### config.mk
export PLATFORM = sky130hd
export DESIGN_NAME = mem_access_unit_flat
export DESIGN_NICKNAME = d
export VERILOG_FILES = /design/src/rtl/mem_access_unit_pkg.sv /design/src/rtl/mem_access_unit_if.sv /design/src/rtl/mem_access_unit_timer.sv /design/src/rtl/mem_access_unit.sv /design/src/flat_wrapper.sv
export SDC_FILE = /design/constraint.sdc
export NUM_CORES = 1
export LEC_CHECK = 0
export ABC_AREA = 0
export BUFFER_PORTS_ARGS = -buffer_cell sky130_fd_sc_hd__buf_2
export CAP_MARGIN = 10
export CORE_MARGIN = 5
export CORE_UTILIZATION = 44
export DETAILED_ROUTE_END_ITERATION = 8
export GPL_TIMING_DRIVEN = 0
export PLACE_DENSITY = 0.87
export REMOVE_ABC_BUFFERS = 1
export SLEW_MARGIN = 20
export SYNTH_ARGS = -nofsm -noshare
export SYNTH_HDL_FRONTEND = slang
export SYNTH_HIERARCHICAL = 1
export SYNTH_SLANG_ARGS = --single-unit
### constraint.sdc
create_clock -name clock -period 2 [get_ports clock]
set_input_delay 0.3 -clock clock [delete_from_list [all_inputs] [get_ports clock]]
set_output_delay 0.3 -clock clock [all_outputs]
set_load 0.02 [all_outputs]
### src/rtl/mem_access_unit_pkg.sv
// Shared types and sizing helpers for the MAR/MDR memory-access unit.
package mem_access_pkg;

    typedef enum logic [1:0] {
        IDLE = 2'd0,
        REQ  = 2'd1,
        DONE = 2'd2
    } state_t;

    localparam int TIMEOUT_DEFAULT = 15;
    localparam int CNT_W = $clog2(TIMEOUT_DEFAULT + 1);

    // Counter width able to hold values up to the given timeout.
    function automatic int cnt_width(input int timeout);
        return (timeout < 1) ? 1 : $clog2(timeout + 1);
    endfunction

endpackage

### src/rtl/mem_access_unit_if.sv
// Memory-side bundle between the access unit and the RAM chip.
interface mem_access_unit_if #(
    parameter int DATA_WIDTH = 32,
    parameter int ADDR_WIDTH = 10
);
    logic [ADDR_WIDTH-1:0] MAR_to_chip;
    logic                  mem_req;
    logic                  mem_we;
    logic [DATA_WIDTH-1:0] mem_wdata;
    logic [DATA_WIDTH-1:0] mem_rdata;
    logic                  mem_ack;

    modport master (
        output MAR_to_chip, mem_req, mem_we, mem_wdata,
        input  mem_rdata, mem_ack
    );

    modport slave (
        input  MAR_to_chip, mem_req, mem_we, mem_wdata,
        output mem_rdata, mem_ack
    );
endinterface

### src/rtl/mem_access_unit_timer.sv
// Counts request cycles so the unit can give up on a RAM that never acks.
module mem_wait_timer
    import mem_access_pkg::*;
#(
    parameter int TIMEOUT = TIMEOUT_DEFAULT,
    parameter int W       = CNT_W
) (
    input  logic clear,
    input  logic clock,
    input  logic start,
    input  logic run,
    output logic expired
);

    logic [W-1:0] count;

    assign expired = (count == W'(TIMEOUT - 1));

    // Restart from zero on a new request, otherwise advance while waiting.
    always_ff @(posedge clock or posedge clear) begin
        if (clear) begin
            count <= '0;
        end else if (start) begin
            count <= '0;
        end else if (run && !expired) begin
            count <= count + W'(1);
        end
    end

endmodule

### src/rtl/mem_access_unit.sv
// MAR/MDR holding registers plus the req/ack sequencer towards a
// variable-latency RAM; reports busy/done/timeout to the control unit.
module mem_access_unit
    import mem_access_pkg::*;
#(
    parameter int DATA_WIDTH = 32,
    parameter int ADDR_WIDTH = 10,
    parameter int TIMEOUT    = TIMEOUT_DEFAULT
) (
    input  logic                  clock,
    input  logic                  clear,
    input  logic [DATA_WIDTH-1:0] BusMuxOut,
    input  logic                  MARin,
    input  logic                  MDRin,
    input  logic                  Mem_read,
    input  logic                  Mem_write,
    output logic [DATA_WIDTH-1:0] MDR_BusMuxIn,
    output logic                  busy,
    output logic                  done,
    output logic                  timeout_err,
    mem_access_unit_if.master     mem
);

    localparam int TW = cnt_width(TIMEOUT);

    state_t                state;
    state_t                next_state;
    logic [ADDR_WIDTH-1:0] mar;
    logic [DATA_WIDTH-1:0] mdr;
    logic                  req_q;
    logic                  we_q;
    logic                  busy_q;
    logic                  done_q;
    logic                  err_q;

    logic                  in_req;
    logic                  start;
    logic                  start_we;
    logic                  can_load;
    logic                  expired;
    logic                  ack_exit;
    logic                  time_exit;

    // Read has priority when both strobes arrive together.
    assign in_req    = (state == REQ);
    assign start     = (state == IDLE) && (Mem_read || Mem_write);
    assign start_we  = Mem_write && !Mem_read;
    assign can_load  = !in_req;
    assign ack_exit  = in_req && mem.mem_ack;
    assign time_exit = in_req && !mem.mem_ack && expired;

    mem_wait_timer #(
        .TIMEOUT (TIMEOUT),
        .W       (TW)
    ) u_timer (
        .clear   (clear),
        .clock   (clock),
        .start   (start),
        .run     (in_req),
        .expired (expired)
    );

    // Next-state decision for the request sequencer.
    always_comb begin
        next_state = state;
        case (state)
            IDLE:    if (start) next_state = REQ;
            REQ:     if (ack_exit || time_exit) next_state = DONE;
            DONE:    next_state = IDLE;
            default: next_state = IDLE;
        endcase
    end

    // Sequencer state register.
    always_ff @(posedge clock or posedge clear) begin
        if (clear) state <= IDLE;
        else       state <= next_state;
    end

    // MAR follows the bus except while a request holds the address stable.
    always_ff @(posedge clock or posedge clear) begin
        if (clear) begin
            mar <= '0;
        end else if (can_load && MARin) begin
            mar <= BusMuxOut[ADDR_WIDTH-1:0];
        end
    end

    // MDR takes read data on ack, otherwise bus loads outside of a request.
    always_ff @(posedge clock or posedge clear) begin
        if (clear) begin
            mdr <= '0;
        end else if (ack_exit && !we_q) begin
            mdr <= mem.mem_rdata;
        end else if (can_load && MDRin) begin
            mdr <= BusMuxOut;
        end
    end

    // Registered handshake and status outputs derived from the next state.
    always_ff @(posedge clock or posedge clear) begin
        if (clear) begin
            req_q  <= 1'b0;
            we_q   <= 1'b0;
            busy_q <= 1'b0;
            done_q <= 1'b0;
            err_q  <= 1'b0;
        end else begin
            req_q  <= (next_state == REQ);
            busy_q <= (next_state == REQ);
            done_q <= in_req && (next_state == DONE);
            if (start) begin
                we_q  <= start_we;
                err_q <= 1'b0;
            end else if (time_exit) begin
                err_q <= 1'b1;
            end
        end
    end

    assign mem.MAR_to_chip = mar;
    assign mem.mem_req     = req_q;
    assign mem.mem_we      = we_q;
    assign mem.mem_wdata   = mdr;
    assign MDR_BusMuxIn    = mdr;
    assign busy            = busy_q;
    assign done            = done_q;
    assign timeout_err     = err_q;

endmodule
### src/flat_wrapper.sv
// flat-port wrapper written by rule: the top's interface ports become plain ports
module mem_access_unit_flat import mem_access_pkg::*;
#(
    parameter int DATA_WIDTH = 32,
    parameter int ADDR_WIDTH = 10,
    parameter int TIMEOUT    = TIMEOUT_DEFAULT
)
  (clock, clear, BusMuxOut, MARin, MDRin, Mem_read, Mem_write, MDR_BusMuxIn, busy, done, timeout_err, mem_MAR_to_chip, mem_mem_req, mem_mem_we, mem_mem_wdata, mem_mem_rdata, mem_mem_ack);
  mem_access_unit_if #(.DATA_WIDTH(DATA_WIDTH), .ADDR_WIDTH(ADDR_WIDTH)) mem_i ();
  input  logic clock;
  input  logic clear;
  input  logic [DATA_WIDTH-1:0] BusMuxOut;
  input  logic MARin;
  input  logic MDRin;
  input  logic Mem_read;
  input  logic Mem_write;
  output logic [DATA_WIDTH-1:0] MDR_BusMuxIn;
  output logic busy;
  output logic done;
  output logic timeout_err;
  output wire logic [$bits(mem_i.MAR_to_chip)-1:0] mem_MAR_to_chip;
  output wire logic [$bits(mem_i.mem_req)-1:0] mem_mem_req;
  output wire logic [$bits(mem_i.mem_we)-1:0] mem_mem_we;
  output wire logic [$bits(mem_i.mem_wdata)-1:0] mem_mem_wdata;
  input wire logic [$bits(mem_i.mem_rdata)-1:0] mem_mem_rdata;
  input wire logic [$bits(mem_i.mem_ack)-1:0] mem_mem_ack;
  assign mem_MAR_to_chip = mem_i.MAR_to_chip;
  assign mem_mem_req = mem_i.mem_req;
  assign mem_mem_we = mem_i.mem_we;
  assign mem_mem_wdata = mem_i.mem_wdata;
  assign mem_i.mem_rdata = mem_mem_rdata;
  assign mem_i.mem_ack = mem_mem_ack;
  mem_access_unit #(.DATA_WIDTH(DATA_WIDTH), .ADDR_WIDTH(ADDR_WIDTH), .TIMEOUT(TIMEOUT)) u_core (.clock(clock), .clear(clear), .BusMuxOut(BusMuxOut), .MARin(MARin), .MDRin(MDRin), .Mem_read(Mem_read), .Mem_write(Mem_write), .MDR_BusMuxIn(MDR_BusMuxIn), .busy(busy), .done(done), .timeout_err(timeout_err), .mem(mem_i));
endmodule
==> qor.csv <==
metric,value,unit
run_status,completed,
internal_power,3000,uW
rr_startpoint,u_core/state[1],
wl_met3,585,um
worst-setup-path-type,flop to flop,
fp-row-count,28,
routed-via-count,2397,
required,2220,ps
cts_root_buf,clkbuf_8,
fin_crit,1780,ps
post-route-util,56.2,%
grt_overflow,0,
cts_buffers,5,
io_pins,150,
grt_start_max_net_pins,43,
cts.sinks,52,
finalHoldWorstSlack,191,ps
fin_area,3310,sq um
drt_first_iter_violations,135,
ys_seq_elements,52,
rsz0062_at_grt,false,
io_buffers,149,
start_util,45.2,%
ys.flop_type,dfrtp_1,
cp_max_fo,42,
min_path_type,primary input to flop,
antenna_cells,0,
period_share,89.2,%
yosys_warnings,6,
detail_route.wirelength,7230,um
numPlacedInstances,454,
wl_met1,2840,um
cts.path.max_buffers,2,
dieArea,7690,sq um
max_freq,561,MHz
startpoint_type,flop,
finalSetupViolations,0,
ir_drop,1020,uV
htree_levels,2,
grt_pass1_vias,2452,
area_growth_syn_to_layout,24.4,%
maxCapViolCount,0,
netlist_area,2660,sq um
top_layer_used,met4,
first_pass_iters,4,
grt_pass1_wl,11600,um
cts_tree,done,
slew_headroom,35.2,%
grt_usage,18.8,%
grt_antenna_before_repair,0,
worst_pin_slew,971,ps
critical_path.startpoint,u_core/state[1],
post_cts_buffers,0,
fp.dieW,87.7,um
clk_pin_slew,90,ps
drive_gt1_share,44.8,%
clkPwrFrac,10.3,%
p_sw_share,48.4,%
syn_avg_cell_area,9.46,sq um
p_seq_share,32.8,%
hold_viol_final,0,
chipHeight,87.7,um
pwr-share-comb,56.9,%
dp.final_hpwl,5390,um
avgRoutedWirePerCell,15.6,um
synth.distinct_cells,26,
crit_arrival,2000,ps
n_fill_cell,533,
timing.setup.tns,0,ps
placed_cell_area,3200,sq um
synthArstFlopShare,100,%
nNetsFinal,460,
p_switching,2820,uW
gp_congestion,0.763,
dr_wl_met2,3780,um
instances_no_fill,463,
fin_skew,4.08,ps
leakagePower,0.00167,uW
hp-start,Mem_read,
core,5890,sq um
slew_violations,0,
vias_per_cell,5.18,
critPathCaptureType,flop,
clk_latency,290,ps
synth-edff-count,0,
drc,0,
power_density,1760,nW/um^2
ys_seq_area_share,49.0,%
drt.antenna.violating_nets,0,
syn_inst,281,
registers in the layout, summed over array words and instances, names as in the netlist:
| name | cells |
|---|---|
| u_core/MDR_BusMuxIn | 32 |
| u_core/busy | 1 |
| u_core/done | 1 |
| u_core/mem.MAR_to_chip | 10 |
| u_core/mem.mem_we | 1 |
| u_core/state | 2 |
| u_core/timeout_err | 1 |
| u_core/u_timer/count | 4 |
path summary, 6_finish.rpt:
path,endpoint,slack (ps),cells after the start
max,u_core/u_timer/count[3],220,6
min,u_core/mem.mem_we,190,2
max reg2reg,u_core/u_timer/count[3],220,6
min reg2reg,u_core/mem.MAR_to_chip[4],510,1
max in group asynchronous,u_core/MDR_BusMuxIn[17],840,4
min in group asynchronous,u_core/u_timer/count[0],470,3
layer usage:
metal	global-route usage, %	up-vias
li1	-	1167
met4	4.04	0
met1	23.1	1130
met3	3.39	4
met5	0	-
met2	34.5	96
cell type report:
type                            count  area (sq um)  share of cell area [%]
Sequential cell                    52          1300                    39.3
Multi-Input combinational cell    168           967                    29.2
Timing Repair Buffer              153           823                    24.9
Tap cell                           75          93.8                    2.84
Clock buffer                        8          90.1                    2.72
Inverter                            7          31.3                   0.946
cells by family (layout without fill, tap and decap cells):
| family | count (synthesis) | in the layout | share of synthesized area (%) |
|---|---|---|---|
| simple gates | 79 | 79 | 13.7 |
| compound gates | 77 | 77 | 16.6 |
| buf+inv | 61 | 168 | 15.5 |
| flops | 52 | 52 | 49.0 |
| mux | 10 | 10 | 4.24 |
| fa+ha+maj | 2 | 2 | 0.941 |
cell usage in the layout, fill, tap and decap left out, drive strengths merged:
cell type	count
a21oi	6
nor2	38
mux2	10
nand3	35
nand2b	1
a311oi	1
nand4bb	1
o21ai	33
dfrtp	52
nand2	1
buf	152
nand4	1
nor3	1
a31oi	33
o21a	1
clkbuf	8
or2	1
ha	2
a21o	3
dlygate4sd3	1
inv	7
worst max-delay path: stages (launching register included):
cell	delay (ps)
dfrtp_1	400
nand2b_4	280
buf_16	230
inv_6	250
nand4_1	160
or2_0	220
a21oi_1	140
synth_stat cells (2+ instances only):
cell | n | area, sq um
dfrtp_1 | 52 | 1300
nor2_1 | 38 | 143
buf_4 | 37 | 278
nand3_1 | 35 | 175
a31oi_1 | 33 | 206
o21ai_1 | 25 | 125
mux2_2 | 10 | 113
o21ai_0 | 8 | 40.0
a21oi_1 | 6 | 30.0
inv_1 | 6 | 22.5
buf_2 | 5 | 25.0
clkbuf_1 | 5 | 18.8
buf_6 | 4 | 45.0
clkbuf_2 | 3 | 15.0
a21o_1 | 2 | 15.0
ha_1 | 2 | 25.0
timing repair:
item / in CTS / in global routing
setup endpoints to repair: 1 / 0
hold endpoints to repair: 4 / 0
hold buffers: 1 / 0
gates resized for setup: 1 / 0
metrics by stage:
stage | worst slack, ps | total power [uW]
finish | 217 | 5820
global route | 7.91 | 6240
CTS | 208 | 5880
detailed placement | -90.8 | 5260
global placement | -1210 | 5050
floorplan | -521 | 3920
power groups by stage:
stage	combinational [uW]	clock (uW)	sequential [uW]
2_1_floorplan	1000	0	2920
3_3_place_gp	3170	0	1880
3_5_place_dp	3330	0	1930
4_1_cts	3340	635	1910
5_1_grt	3580	671	1990
6_report	3310	602	1910
No activity file was read; power rests on OpenSTA's default activity.
